<file path="src/rtl/cpu_sequencer.sv">
// Multi-cycle control sequencer for the 16-bit CPU datapath.
// Steps each instruction through fetch, decode, execute, memory and writeback.
module cpu_sequencer #(
  parameter int DataWidth  = 16,
  parameter int AddrWidth  = 8,
  parameter int WordSize   = 2,
  parameter int SelectSize = 2
) (
  input  logic                  Clk,
  input  logic                  Reset,
  input  logic [DataWidth-1:0]  IR,
  input  logic                  ALU_Zero,
  input  logic                  Mem_Rdy,
  output logic                  PC_Ld,
  output logic [SelectSize-1:0] PC_Src,
  output logic                  IR_Ld,
  output logic [SelectSize-1:0] Addr_Src,
  output logic                  Mem_Rd,
  output logic                  Mem_Wr,
  output logic                  Reg_Wr,
  output logic [SelectSize-1:0] Reg_Src,
  output logic [1:0]            ALU_Op,
  output logic                  Retire,
  output logic                  Illegal,
  output logic                  Halted,
  output logic [2:0]            State
);

  typedef enum logic [2:0] {
    FETCH  = 3'd0,
    DECODE = 3'd1,
    EXEC   = 3'd2,
    MEM    = 3'd3,
    WB     = 3'd4,
    HALT   = 3'd5
  } state_e;

  localparam logic [SelectSize-1:0] SelPc   = SelectSize'(0);
  localparam logic [SelectSize-1:0] SelIr   = SelectSize'(1);
  localparam logic [SelectSize-1:0] SelAlu  = SelectSize'(0);
  localparam logic [SelectSize-1:0] SelImm  = SelectSize'(1);
  localparam logic [SelectSize-1:0] SelMem  = SelectSize'(2);

  localparam logic [1:0] AluPass = 2'd0;
  localparam logic [1:0] AluAdd  = 2'd1;
  localparam logic [1:0] AluSub  = 2'd2;

  state_e state_q, state_d;

  logic [3:0] opcode;
  logic is_nop, is_ldi, is_ld, is_st;
  logic is_add, is_sub, is_beq, is_jmp;
  logic is_hlt, is_ill;
  logic [1:0] arith_op;

  assign opcode = IR[DataWidth-1 -: 4];

  assign is_nop = (opcode == 4'h0);
  assign is_ldi = (opcode == 4'h1);
  assign is_ld  = (opcode == 4'h2);
  assign is_st  = (opcode == 4'h3);
  assign is_add = (opcode == 4'h4);
  assign is_sub = (opcode == 4'h5);
  assign is_beq = (opcode == 4'h6);
  assign is_jmp = (opcode == 4'h7);
  assign is_hlt = (opcode == 4'hF);
  assign is_ill = opcode[3] & ~(&opcode);

  assign arith_op = is_sub ? AluSub : (is_add ? AluAdd : AluPass);

  // Operand/target fields are consumed by the datapath, not here.
  logic unused_cfg;
  assign unused_cfg = ^{IR[DataWidth-5:AddrWidth],
                        IR[AddrWidth-1:0],
                        2'(WordSize)};

  always_ff @(posedge Clk) begin
    if (Reset) begin
      state_q <= FETCH;
    end else begin
      state_q <= state_d;
    end
  end

  always_comb begin
    state_d  = state_q;
    PC_Ld    = 1'b0;
    PC_Src   = SelPc;
    IR_Ld    = 1'b0;
    Addr_Src = SelPc;
    Mem_Rd   = 1'b0;
    Mem_Wr   = 1'b0;
    Reg_Wr   = 1'b0;
    Reg_Src  = SelAlu;
    ALU_Op   = AluPass;
    Retire   = 1'b0;
    Illegal  = 1'b0;
    Halted   = 1'b0;
    State    = state_q;

    unique case (state_q)
      FETCH: begin
        Addr_Src = SelPc;
        Mem_Rd   = 1'b1;
        if (Mem_Rdy) begin
          IR_Ld   = 1'b1;
          PC_Ld   = 1'b1;
          PC_Src  = SelPc;
          state_d = DECODE;
        end
      end

      DECODE: begin
        unique case (1'b1)
          is_nop: begin
            Retire  = 1'b1;
            state_d = FETCH;
          end
          is_ldi: state_d = WB;
          is_ld:  state_d = MEM;
          is_st:  state_d = MEM;
          is_add: state_d = EXEC;
          is_sub: state_d = EXEC;
          is_beq: state_d = EXEC;
          is_jmp: state_d = EXEC;
          is_hlt: begin
            Retire  = 1'b1;
            state_d = HALT;
          end
          is_ill: begin
            Illegal = 1'b1;
            Retire  = 1'b1;
            state_d = FETCH;
          end
          default: state_d = FETCH;
        endcase
      end

      EXEC: begin
        unique case (1'b1)
          is_add, is_sub: begin
            ALU_Op  = arith_op;
            state_d = WB;
          end
          is_beq: begin
            if (ALU_Zero) begin
              PC_Ld  = 1'b1;
              PC_Src = SelIr;
            end
            Retire  = 1'b1;
            state_d = FETCH;
          end
          is_jmp: begin
            PC_Ld   = 1'b1;
            PC_Src  = SelIr;
            Retire  = 1'b1;
            state_d = FETCH;
          end
          default: state_d = FETCH;
        endcase
      end

      MEM: begin
        Addr_Src = SelIr;
        unique case (1'b1)
          is_ld: begin
            Mem_Rd = 1'b1;
            if (Mem_Rdy) begin
              state_d = WB;
            end
          end
          is_st: begin
            Mem_Wr = 1'b1;
            if (Mem_Rdy) begin
              Retire  = 1'b1;
              state_d = FETCH;
            end
          end
          default: begin
            Addr_Src = SelPc;
            state_d  = FETCH;
          end
        endcase
      end

      WB: begin
        state_d = FETCH;
        unique case (1'b1)
          is_add, is_sub: begin
            Reg_Wr  = 1'b1;
            Reg_Src = SelAlu;
            ALU_Op  = arith_op;
            Retire  = 1'b1;
          end
          is_ldi: begin
            Reg_Wr  = 1'b1;
            Reg_Src = SelImm;
            Retire  = 1'b1;
          end
          is_ld: begin
            Reg_Wr  = 1'b1;
            Reg_Src = SelMem;
            Retire  = 1'b1;
          end
          default: ;
        endcase
      end

      HALT: begin
        Halted = 1'b1;
      end

      default: begin
        state_d = FETCH;
      end
    endcase

    // Reset silences every strobe in the cycle it is asserted.
    if (Reset) begin
      state_d  = FETCH;
      PC_Ld    = 1'b0;
      PC_Src   = SelPc;
      IR_Ld    = 1'b0;
      Addr_Src = SelPc;
      Mem_Rd   = 1'b0;
      Mem_Wr   = 1'b0;
      Reg_Wr   = 1'b0;
      Reg_Src  = SelAlu;
      ALU_Op   = AluPass;
      Retire   = 1'b0;
      Illegal  = 1'b0;
      Halted   = 1'b0;
      State    = 3'd0;
    end
  end

endmodule

</file>
<file path="config.mk">
export PLATFORM = sky130hd
export DESIGN_NAME = cpu_sequencer
export DESIGN_NICKNAME = d
export VERILOG_FILES = /design/src/rtl/cpu_sequencer.sv
export SDC_FILE = /design/constraint.sdc
export NUM_CORES = 1
export LEC_CHECK = 0
export ABC_AREA = 0
export BUFFER_PORTS_ARGS = -buffer_cell sky130_fd_sc_hd__buf_4
export CORE_AREA = 2 2 39 41
export DETAILED_ROUTE_END_ITERATION = 7
export DIE_AREA = 0 0 41 43
export PLACE_DENSITY = 0.76
export SLEW_MARGIN = 10
export SYNTH_ARGS = -nofsm -noshare
export SYNTH_HDL_FRONTEND = slang
export SYNTH_SLANG_ARGS = --single-unit
</file>
<file path="constraint.sdc">
create_clock -name Clk -period 2.7 [get_ports Clk]
set_input_delay 0.27 -clock Clk [delete_from_list [all_inputs] [get_ports Clk]]
set_output_delay 0.27 -clock Clk [all_outputs]
set_load 0.005 [all_outputs]
</file>
==> flow_summary_export.csv <==
group,metric,value,unit
run_status,outcome,"finished, final reports clean",
layout,fin_area,696,um2
yosys,muxShareOfSynthArea,0,
timing,setup_violations,0,
layout,layout_commonest_cell,"buf_4",
setup_path,critPathCapture,"PC_Ld",
timing,tns,0,ns
drt,post_drt_wl_per_cell,12.5,um
timing,post-route-min-period,2.14,ns
layout,largest_register_ffs,3,
cts,clkTransAtPathRegs,0.03,ns
floorplan,top_level_ports,39,
cts,cts_tree,"built",
drt,drt_iter0_drc,6,
yosys,synth_xor_xnor_area_share,0.0171,
place,place_area,669,um2
timing,skew,0.00138,ns
timing,holdWs,0.316,ns
yosys,synth_edf_count,0,
power_and_ir_drop,peakVddDrop,0.290,mV
setup_path,rr_startpoint,"state_q[0]",
drt,vias_per_cell,5.68,
setup_path,start_kind,"flop",
layout,drive_gt1_frac,0.300,
drt,drt_wl_total,1450,um
setup_path,path_class,"flop to primary output",
yosys,synth_warnings,0,
yosys,synth-compound-area-share,0.235,
cts,insertion_delay,0.23,ns
floorplan,core_region_area,1380,um2
global_routing,antenna_found_initial,0,
timing,min_period_over_period,0.794,
floorplan,dieArea,1760,um2
cts,htreeDepth,1,
timing,slew_headroom,0.654,
layout,num_antenna_cells,0,
place,gp_congestion,0.800,
setup_path,critPathMaxFanout,18,
layout,final_nets,121,
setup_path,worst-r2r-cell-count,4,
yosys,netlist_instances,80,
cts,ctsResizeCount,0,
global_routing,overflow,0,
place,place_hpwl,1030,um
place,port_buffers,24,
yosys,synth_top_family_by_area,"simple AND/OR/NAND/NOR gates",
drt,drt_pass1_iterations,4,
yosys,synth_async_sr_flop_share,0,
setup_path,required,2.43,ns
yosys,synthAdderAreaFrac,0,
floorplan,die_x,41,um
cts,clk_path_buf_depth,2,
yosys,ys_ff_latch,3,
global_routing,grt_pass1_wl,2460,um
layout,largest-register,"state_q",
timing,final_hold_viol_count,0,
yosys,avgSynthCellArea,6.40,um2
floorplan,start_util,0.370,
setup_path,r2r_slack,1.03,ns
layout,area_growth,35.9,%
cts,cts.sinks,3,
setup_path,cp-end-kind,"primary output",
global_routing,grt_pass1_vias,529,
setup_path,max_stage_delay,0.63,ns
cts,holdBufCountCts,0,
global_routing,grt_usage,0.198,
yosys,synth-simple-area-share,0.518,
cts,cts-root-buf,"clkbuf_4",
yosys,yosysUniqueCellTypes,35,
yosys,synth_ff_type,"dfxtp_1",
floorplan,die_y,43,um
drt,num_vias,659,
global_routing,grt_max_degree,19,
setup_path,slowest_stage,"dfxtp_1",
timing,slew_violations,0,
yosys,seq_area_frac_synth,0.117,
layout,mostFrequentLayoutCells,"buf_4 (24), nor2_1 (14), o21ai_0 (5), a21oi_1 (5)",
drt,drtAntennaViolNets,0,
timing,fmax,0.466,GHz
layout,largestRegisters,"state_q (3)",
setup_path,crit_path_cell_trace,"nand4_1 > o21bai_1 > a2111oi_0 > buf_4",
cts,post-cts-setup-buffers,0,
power_and_ir_drop,p_leak,0.320,nW
drt,drcViolationCount,0,
cts,cts_made_buffers,3,
timing,rsz0062_at_grt,"no",
floorplan,row_count,14,
power_and_ir_drop,power_per_cell_area,286,nW/um2
run,drv_cap,0,
setup_path,r2r_end,"state_q[0]",
hold_path,hp-class,"primary input to flop",
setup_path,cp.arrival,1.87,ns
yosys,netlist_area,512,um2
layout,n_fill_cell,145,
setup_path,startpoint,"state_q[1]",
timing,tightest_slew,0.519,ns
==> kinds of logic after synthesis <==
logic type / after synthesis
AOI/OAI and AO/OA: 18
xor gates and xnor gates: 1
buffers and inverters: 11
DFF: 3
other: 1
and+or+nand+nor: 46
==> through the flow <==
step            util  power [mW]  std cells  setup WS (ns)
5_1_grt        0.503       0.222        116          0.400
2_1_floorplan      -      0.0955         81           1.07
3_5_place_dp   0.484       0.121        112          0.805
4_1_cts        0.503       0.203        116          0.567
6_report       0.503       0.199        116          0.555
3_3_place_gp   0.484       0.120        112          0.820
==> worst max-delay path, delay by kind of cell, from the launching register on <==
family                 cells  cell delay (ns)
AND/OR/NAND/NOR            1             0.22
AO/OA/AOI/OAI              2             0.61
buffers and inverters      1             0.18
flip-flops                 1             0.63
==> per-layer routing <==
| layer | global-route usage | up-vias | share of wire |
|---|---|---|---|
| li1 | - | 327 | - |
| met1 | 0.278 | 298 | 0.45 |
| met2 | 0.275 | 34 | 0.44 |
| met3 | 0.105 | 0 | 0.11 |
| met4 | 0.0200 | 0 | 0 |
| met5 | 0 | - | 0 |
==> where the power goes <==
| part | internal, mW | switching (mW) | leakage [nW] |
|---|---|---|---|
| Sequential | 0.0470 | 0.00686 | 0.0245 |
| Clock | 0.0553 | 0.0224 | 0.0150 |
| Combinational | 0.0329 | 0.0342 | 0.280 |
==> worst min-delay path by stage <==
stage | to | cells past startpoint | startpoint | slack [ns]
floorplan | state_q[1] | 2 | IR[15] | 0.45
global placement | state_q[1] | 2 | Reset | 0.55
detailed placement | state_q[1] | 2 | Reset | 0.56
CTS | state_q[1] | 2 | Reset | 0.31
global route | state_q[1] | 2 | Reset | 0.31
finish | state_q[1] | 2 | Reset | 0.32
==> layout make-up <==
| class | instances | area (um2) | area share |
|---|---|---|---|
| Inverter | 2 | 7.51 | 0.0108 |
| Clock buffer | 4 | 26.3 | 0.0378 |
| Tap cell | 16 | 20.0 | 0.0288 |
| Timing Repair Buffer | 24 | 180 | 0.259 |
| Sequential cell | 3 | 60.1 | 0.0863 |
| Multi-Input combinational cell | 67 | 402 | 0.577 |
==> synth_stat cells, types with 2 or more instances <==
library cell,number,share of area
nor2_1,14,0.10
a21oi_1,5,0.049
o21ai_0,5,0.049
and3_1,4,0.049
buf_2,4,0.039
nor2b_1,4,0.049
clkbuf_1,3,0.022
dfxtp_1,3,0.12
nand2b_1,3,0.037
nor3_1,3,0.029
buf_4,2,0.029
inv_1,2,0.015
nand2_1,2,0.015
nand3_1,2,0.020
nand4_1,2,0.024
nor3b_1,2,0.029
nor4bb_1,2,0.039
Power figures use the tool's default switching activity.
